==> src/rtl/bcd_conv_arbiter.sv <==
// Round-robin arbiter and sequencer that shares one binary-to-BCD converter
// among NREQ requesters and returns tagged results on one response channel.
module bcd_conv_arbiter #(
    parameter int unsigned NREQ    = 4,
    parameter int unsigned WIDTH   = 16,
    parameter int unsigned DIGITS  = 4,
    parameter int unsigned TIMEOUT = WIDTH + 8
) (
    input  logic                      clk_i,
    input  logic                      reset_ni,
    input  logic [NREQ-1:0]           req_valid_i,
    input  logic [NREQ*WIDTH-1:0]     req_data_i,
    output logic [NREQ-1:0]           req_ready_o,
    output logic                      resp_valid_o,
    input  logic                      resp_ready_i,
    output logic [$clog2(NREQ)-1:0]   resp_id_o,
    output logic [4*DIGITS-1:0]       resp_bcd_o,
    output logic                      resp_err_o,
    output logic                      conv_start_o,
    output logic [WIDTH-1:0]          conv_data_o,
    input  logic                      conv_done_i,
    input  logic [4*DIGITS-1:0]       conv_bcd_i
);

    localparam int unsigned IDW  = $clog2(NREQ);
    localparam int unsigned BCDW = 4 * DIGITS;
    localparam int unsigned TOW  = $clog2(TIMEOUT + 1);

    typedef enum logic [1:0] {
        S_IDLE  = 2'd0,
        S_ISSUE = 2'd1,
        S_RESP  = 2'd2
    } state_t;

    state_t           state_q, state_d;
    logic [IDW-1:0]   rr_ptr_q, rr_ptr_d;
    logic [IDW-1:0]   id_q, id_d;
    logic [WIDTH-1:0] opnd_q, opnd_d;
    logic [TOW-1:0]   cnt_q, cnt_d;
    logic [BCDW-1:0]  bcd_q, bcd_d;
    logic             err_q, err_d;
    logic             start_q, rvalid_q;
    logic             grant_any;
    logic [IDW-1:0]   grant_idx;
    logic [NREQ-1:0]  grant_oh;

    // Requester index base+off reduced modulo NREQ (off < NREQ).
    function automatic logic [IDW-1:0] wrap_idx(input logic [IDW-1:0] base,
                                                input int unsigned off);
        int unsigned s;
        s = 32'(base) + off;
        if (s >= NREQ) begin
            s = s - NREQ;
        end
        return IDW'(s);
    endfunction

    // First valid requester searching upward from rr_ptr with wrap.
    always_comb begin
        grant_any = 1'b0;
        grant_idx = '0;
        for (int unsigned k = 0; k < NREQ; k++) begin
            if (!grant_any && req_valid_i[wrap_idx(rr_ptr_q, k)]) begin
                grant_any = 1'b1;
                grant_idx = wrap_idx(rr_ptr_q, k);
            end
        end
    end

    // Next-state logic plus the combinational grant.
    always_comb begin
        state_d  = state_q;
        rr_ptr_d = rr_ptr_q;
        id_d     = id_q;
        opnd_d   = opnd_q;
        cnt_d    = cnt_q;
        bcd_d    = bcd_q;
        err_d    = err_q;
        grant_oh = '0;
        unique case (state_q)
            S_IDLE: begin
                if (grant_any) begin
                    grant_oh = NREQ'(1) << grant_idx;
                    opnd_d   = req_data_i[32'(grant_idx) * WIDTH +: WIDTH];
                    id_d     = grant_idx;
                    rr_ptr_d = wrap_idx(grant_idx, 1);
                    cnt_d    = '0;
                    state_d  = S_ISSUE;
                end
            end
            S_ISSUE: begin
                cnt_d = cnt_q + TOW'(1);
                // done has priority over an expiring timeout
                if (conv_done_i) begin
                    bcd_d   = conv_bcd_i;
                    err_d   = 1'b0;
                    state_d = S_RESP;
                end else if (cnt_q == TOW'(TIMEOUT - 1)) begin
                    bcd_d   = '0;
                    err_d   = 1'b1;
                    state_d = S_RESP;
                end
            end
            S_RESP: begin
                if (resp_ready_i) begin
                    state_d = S_IDLE;
                end
            end
            default: begin
                state_d = S_IDLE;
            end
        endcase
    end

    // State, datapath and registered handshake outputs.
    always_ff @(posedge clk_i or negedge reset_ni) begin
        if (!reset_ni) begin
            state_q  <= S_IDLE;
            rr_ptr_q <= '0;
            id_q     <= '0;
            opnd_q   <= '0;
            cnt_q    <= '0;
            bcd_q    <= '0;
            err_q    <= 1'b0;
            start_q  <= 1'b0;
            rvalid_q <= 1'b0;
        end else begin
            state_q  <= state_d;
            rr_ptr_q <= rr_ptr_d;
            id_q     <= id_d;
            opnd_q   <= opnd_d;
            cnt_q    <= cnt_d;
            bcd_q    <= bcd_d;
            err_q    <= err_d;
            start_q  <= (state_d == S_ISSUE);
            rvalid_q <= (state_d == S_RESP);
        end
    end

    // Grant is forced low while reset is held.
    assign req_ready_o  = reset_ni ? grant_oh : '0;
    assign resp_valid_o = rvalid_q;
    assign resp_id_o    = id_q;
    assign resp_bcd_o   = bcd_q;
    assign resp_err_o   = err_q;
    assign conv_start_o = start_q;
    assign conv_data_o  = opnd_q;

endmodule

==> config.mk <==
export PLATFORM = sky130hd
export DESIGN_NAME = bcd_conv_arbiter
export DESIGN_NICKNAME = d
export VERILOG_FILES = /design/src/rtl/bcd_conv_arbiter.sv
export SDC_FILE = /design/constraint.sdc
export NUM_CORES = 1
export LEC_CHECK = 0
export ABC_AREA = 0
export CORE_MARGIN = 8
export CORE_UTILIZATION = 45
export CTS_CLUSTER_DIAMETER = 30
export DETAILED_ROUTE_END_ITERATION = 7
export DONT_BUFFER_PORTS = 1
export PLACE_DENSITY = 0.62
export REMOVE_ABC_BUFFERS = 1
export SLEW_MARGIN = 0
export SYNTH_ARGS = -nofsm -noshare
export SYNTH_HDL_FRONTEND = slang
export SYNTH_SLANG_ARGS = --single-unit
export TNS_END_PERCENT = 1
==> constraint.sdc <==
create_clock -name clk_i -period 1.5 [get_ports clk_i]
set_input_delay 0.3 -clock clk_i [delete_from_list [all_inputs] [get_ports clk_i]]
set_output_delay 0.3 -clock clk_i [all_outputs]
set_load 0.02 [all_outputs]
# == Word-level counts from Yosys, hierarchy flattened ==
# Index checks and enable logic that the tools add are counted.
# word_totals
regBits,46
elab_cells,83
# classes
order_cmp,9
mux,35
n_eq_ne,6
shifts,2
reduce_logical,12
add_sub_neg,10
# ops
cell,n
indexed part select 64 x 7 -> 16 bit,1
2-to-1 mux 16 bit,2
2-to-1 mux 2 bit,13
>= comparator 3 bit (second input constant),4
less-than comparator 2 x 3 -> 1 bit (second input constant),4
2-to-1 mux 4 bit,3
2-to-1 mux 1 bit,10
one-hot mux 5 bit (2 select lines),1
subtractor 2 x 1 -> 2 bit (second input constant),5
binary-select mux 1 bit (select 2 bit),4
adder 2 x 1 -> 3 bit (second input constant),2
adder 2 x 2 -> 3 bit (second input constant),2
one-hot mux 2 bit (3 select lines),1
AND reduction 2 bit,3
adder 5 x 1 -> 5 bit (second input constant),1
equality test 5 bit (second input constant),1
2-to-1 mux 5 bit,1
equality test 2 x 1 -> 1 bit (second input constant),2
equality test 2 bit (second input constant),2
nonzero test 2 bit,2
<< shifter 1 x 2 -> 4 bit (first input constant),1
>= comparator 2 x 3 -> 1 bit (second input constant),1
logical AND 1 bit,3
logical NOT 1 bit,3
2 further kinds,2

# == Logic depth before layout (Yosys ltp) ==
# logic_depth
depth_word,18
mapped_depth,6
mapped_depth_nobuf,5

# == Worst setup path after synthesis ==
# OpenSTA, ideal clock, no wires.
# synth_timing
path_kind,flip-flop to output port
from,register rr_ptr_q[0]
to,output port req_ready_o[0]
path_stages_with_launch,6
setup_slack_ps,-184
t_arrival_ps,1384
required_time_ps,1200
n_path_buf,0
cell_sequence,dfrtp_1 -> nor2b_1 -> o21ai_1 -> o211a_1 -> nand3b_1 -> nor2b_1
# synth_between
elab_chain_len,18
elab_cells_between_ends,41
classes_between,add/sub: 7; order compare: 4; shift: 1; mux: 23; reduce/logical: 6
# synth_rtl
element,line_no,text
from (decl),36,"logic [IDW-1:0] rr_ptr_q, rr_ptr_d;"
from (signal assigned),129,rr_ptr_q <= rr_ptr_d;
"parallel branches: the longest is 15 deep, another holds adder 2 x 1 -> 3 bit",-,
2-to-1 mux 4 bit *,82,if (grant_any) begin
2-to-1 mux 4 bit *,80,unique case (state_q)
2-to-1 mux 4 bit *,141,assign req_ready_o = reset_ni ? grant_oh : '0;
to (decl),13,"output logic [NREQ-1:0] req_ready_o,"
# Mark *: on every way between the ends. The select of a mux whose other input is x is not followed.

# == Worst setup path after layout ==
# Same ends and word-level chain as after synthesis.

==> reports/qor.csv <==
stage;metric;value;unit
setup_path;Slowest-stage cell, CP;dfrtp_1;
global_routing;GRT met2 Usage;0.2713;
synthesis;most common cell in the netlist;dfrtp_1;
setup_path;CP top delay family;simple AND/OR/NAND/NOR gates;
setup_path;Worst Setup EP;req_ready_o[0];
final_layout;ANT cells;0;
route;WL/cell;21.03;um
timing;Worst-Margin Slew;391.6;ps
final_layout;post-layout util;0.5392;
placed_design;GPL Wtd Cong;0.9221;
power;static leakage;1.247;nW
global_routing;Top Usage Layer GRT;met2;
synthesis;post-synthesis async set-or-reset flop share;1.000;
timing;Fin Setup TNS;-5063;ps
synthesis;Ys Warns;0;
status;failing checks;negative setup slack;
timing;fmax;517.7;MHz
global_routing;initial antenna violation count;0;
clock_tree;clk_lat worst skew;290;ps
route;total wire length;6099;um
synthesis;Yosys reg bits;46;
synthesis;Synth area leader;dfrtp_1;
clock_tree;Clock transition at path regs;90;ps
timing;Setup violations, final;22;
synthesis;Synth top area share;0.5069;
final_layout;layout overhead on the synthesized area;18.18;%
route;routed vias/inst;5.869;
hold_path;Worst Hold Class;input port to register;
global_routing;GRT Residual Overflow;0;
power;VDD IR max;0.9602;mV
setup_path;CP Launch Type;register;
setup_path;Critical Path AT;1630;ps
status;run status;complete, but fails checks;
timing;RSZ-0062 raised after global routing;yes;
setup_path;CP cell instances;nor2b_2, a21oi_2, o211a_1, nand3b_1, nor2b_1, buf_4;
clock_tree;clock root cell;clkbuf_8;
global_routing;largest net degree at the start of global routing;47;
placed_design;HPWL Detailed;4644;um
global_routing;met1 usage;0.1622;
clock_tree;CTS Sinks;46;
placed_design;Cell Area, Placed;2471;sq um
synthesis;Post-synth top cells;46 x dfrtp_1, 32 x mux2i_1, 28 x nand2_1;
run;max cap viols;0;
timing;clock skew;5.485;ps
global_routing;vias in the first global route;1855;
final_layout;share of layout cells above drive strength 1;0.2000;
floorplanning;Ports;129;
floorplanning;core area;4977;sq um
timing;minimum clock period;1932;ps
route;DR vias;1702;
clock_tree;CTS tree;done;
timing;Slew Limit Fails;0;
setup_path;Crit Path Category;register to primary output;
synthesis;Synth Flop Type;dfrtp_1;
final_layout;Final Net Count;308;
global_routing;first-pass GRT wire length;9390;um
floorplanning;number of core rows;26;
route;DRC;0;
route;Pre-antenna DRT Iters;4;
synthesis;ranking of synthesized cells by area;dfrtp_1 51%, mux2i_1 14%, a22o_1 6.2%;
floorplanning;Die X;87.04;um
setup_path;R2R Setup Slk;-300;ps
timing;worst setup margin;-431.5;ps
setup_path;Worst path depth;6;
setup_path;worst path bufs/invs;1;
setup_path;cell count of the worst reg-to-reg path;7;
timing;WHS;132.7;ps
setup_path;CP max FO;3;
global_routing;GRT Util Overall;0.1580;
clock_tree;H-tree levels;2;
power;Power Density;2315;nW/um^2
synthesis;synthesized area per cell;11.30;sq um
final_layout;Finished Cell Area;2684;sq um
setup_path;Critical Path End Type;primary output;
floorplanning;Die H;87.04;um
timing;final worst-path cycle share;1.288;
final_layout;fillers;430;
setup_path;critical path required time;1200;ps
synthesis;EDFF count, synth;0;
synthesis;Syn Inst Count;201;
floorplanning;Total Die Area;7576;sq um
synthesis;post-synth design cell area;2271;sq um
clock_tree;Clock Path Buffers;2;
route;1st-iter DRT viols;67;
hold_path;hold path startpoint;conv_bcd_i[4];
setup_path;CP max stage delay;430;ps
route;ANT nets after route;0;
power;Design Power;0.006214;W
setup_path;CP Launch Point;rr_ptr_q[0];
global_routing;met3 Use GR;0.07736;
clock_tree;Num CTS Buffers;5;
timing;max_slew headroom;0.7369;
synthesis;Seq/Total Area, Yosys;0.5069;
setup_path;worst r2r src;rr_ptr_q[0];
timing;Final Hold Fails;0;
floorplanning;Starting Density;0.4563;
synthesis;library cells used by synthesis;37;
placed_design;I/O Buffers;0;
setup_path;reg-to-reg critical path endpoint;conv_data_o[7];
-- final cells by class --
type | instances | area, sq um | share of cell area
inverter | 3 | 11.26 | 0.004196
sequential | 46 | 1151 | 0.4289
multi-input combinational | 141 | 1095 | 0.4079
clock inverter | 2 | 37.54 | 0.01399
tap | 70 | 87.58 | 0.03263
clock buffer | 6 | 72.57 | 0.02704
timing repair buffer | 22 | 229.0 | 0.08531
-- flip-flops by register name (all words and copies together) (netlist names) --
signal and flops:
conv_data_o 16, resp_bcd_o 16, cnt_q 5, resp_id_o 2
rr_ptr_q 2, state_q 2, conv_start_o 1, resp_err_o 1
resp_valid_o 1
-- through the flow --
stage / worst slack (ps) / cells
global route: -530.3 / 290
global placement: -100.6 / 277
detailed placement: -243.4 / 277
finish: -431.5 / 290
floorplan: -1158 / 190
CTS: -429.0 / 289
-- metal layers --
| metal | wire (um) | up-vias |
|---|---|---|
| met4 | 113 | 0 |
| met5 | 0 | - |
| met1 | 2159 | 814 |
| met3 | 754 | 11 |
| li1 | - | 782 |
| met2 | 3071 | 95 |
-- report_power, final --
group	total, W	internal, W	switching [W]
sequential	0.00291	0.00182	0.00108
clock	0.000908	0.000497	0.000411
combinational	0.00240	0.00120	0.00120
-- what timing repair did --
item / in CTS / in global routing
pin swaps: 9 / 6
setup buffers: 2 / 1
hold buffers: 2 / 0
endpoints found under the setup margin: 39 / 39
gates resized for setup: 7 / 4
hold endpoints to repair: 46 / 0
-- cells by family after synthesis --
kind of cell / after synthesis / share of synthesized area
and+or+nand+nor: 55 / 0.1102
adders and majority gates: 1 / 0.005509
buffers and inverters: 14 / 0.03305
xor gates and xnor gates: 2 / 0.007715
AOI/OAI and AO/OA: 51 / 0.1956
muxes: 32 / 0.1410
DFF: 46 / 0.5069
-- worst min path at each step --
stage	slack (ps)	end	depth (start not counted)
final	130	resp_bcd_o[4]	1
after CTS	120	resp_bcd_o[12]	1
after global placement	6	conv_data_o[0]	0
after floorplan	4	cnt_q[0]	0
after detailed placement	6	conv_data_o[0]	0
after global routing	110	resp_bcd_o[4]	1
-- layout by cell type, fill, tap and decap left out, types with 2 or more instances in the layout --
master and instances:
nor2b_2 2, dfrtp_1 46, inv_1 3, a22o_1 16, nand2_2 2, nor2_1 12
mux2i_1 32, o21ai_0 6, buf_4 16, nor2b_1 3, buf_12 3, nand2_1 27
nand4_1 2, clkbuf_8 5, o221ai_1 16
No activity file was read; power rests on OpenSTA's default activity.
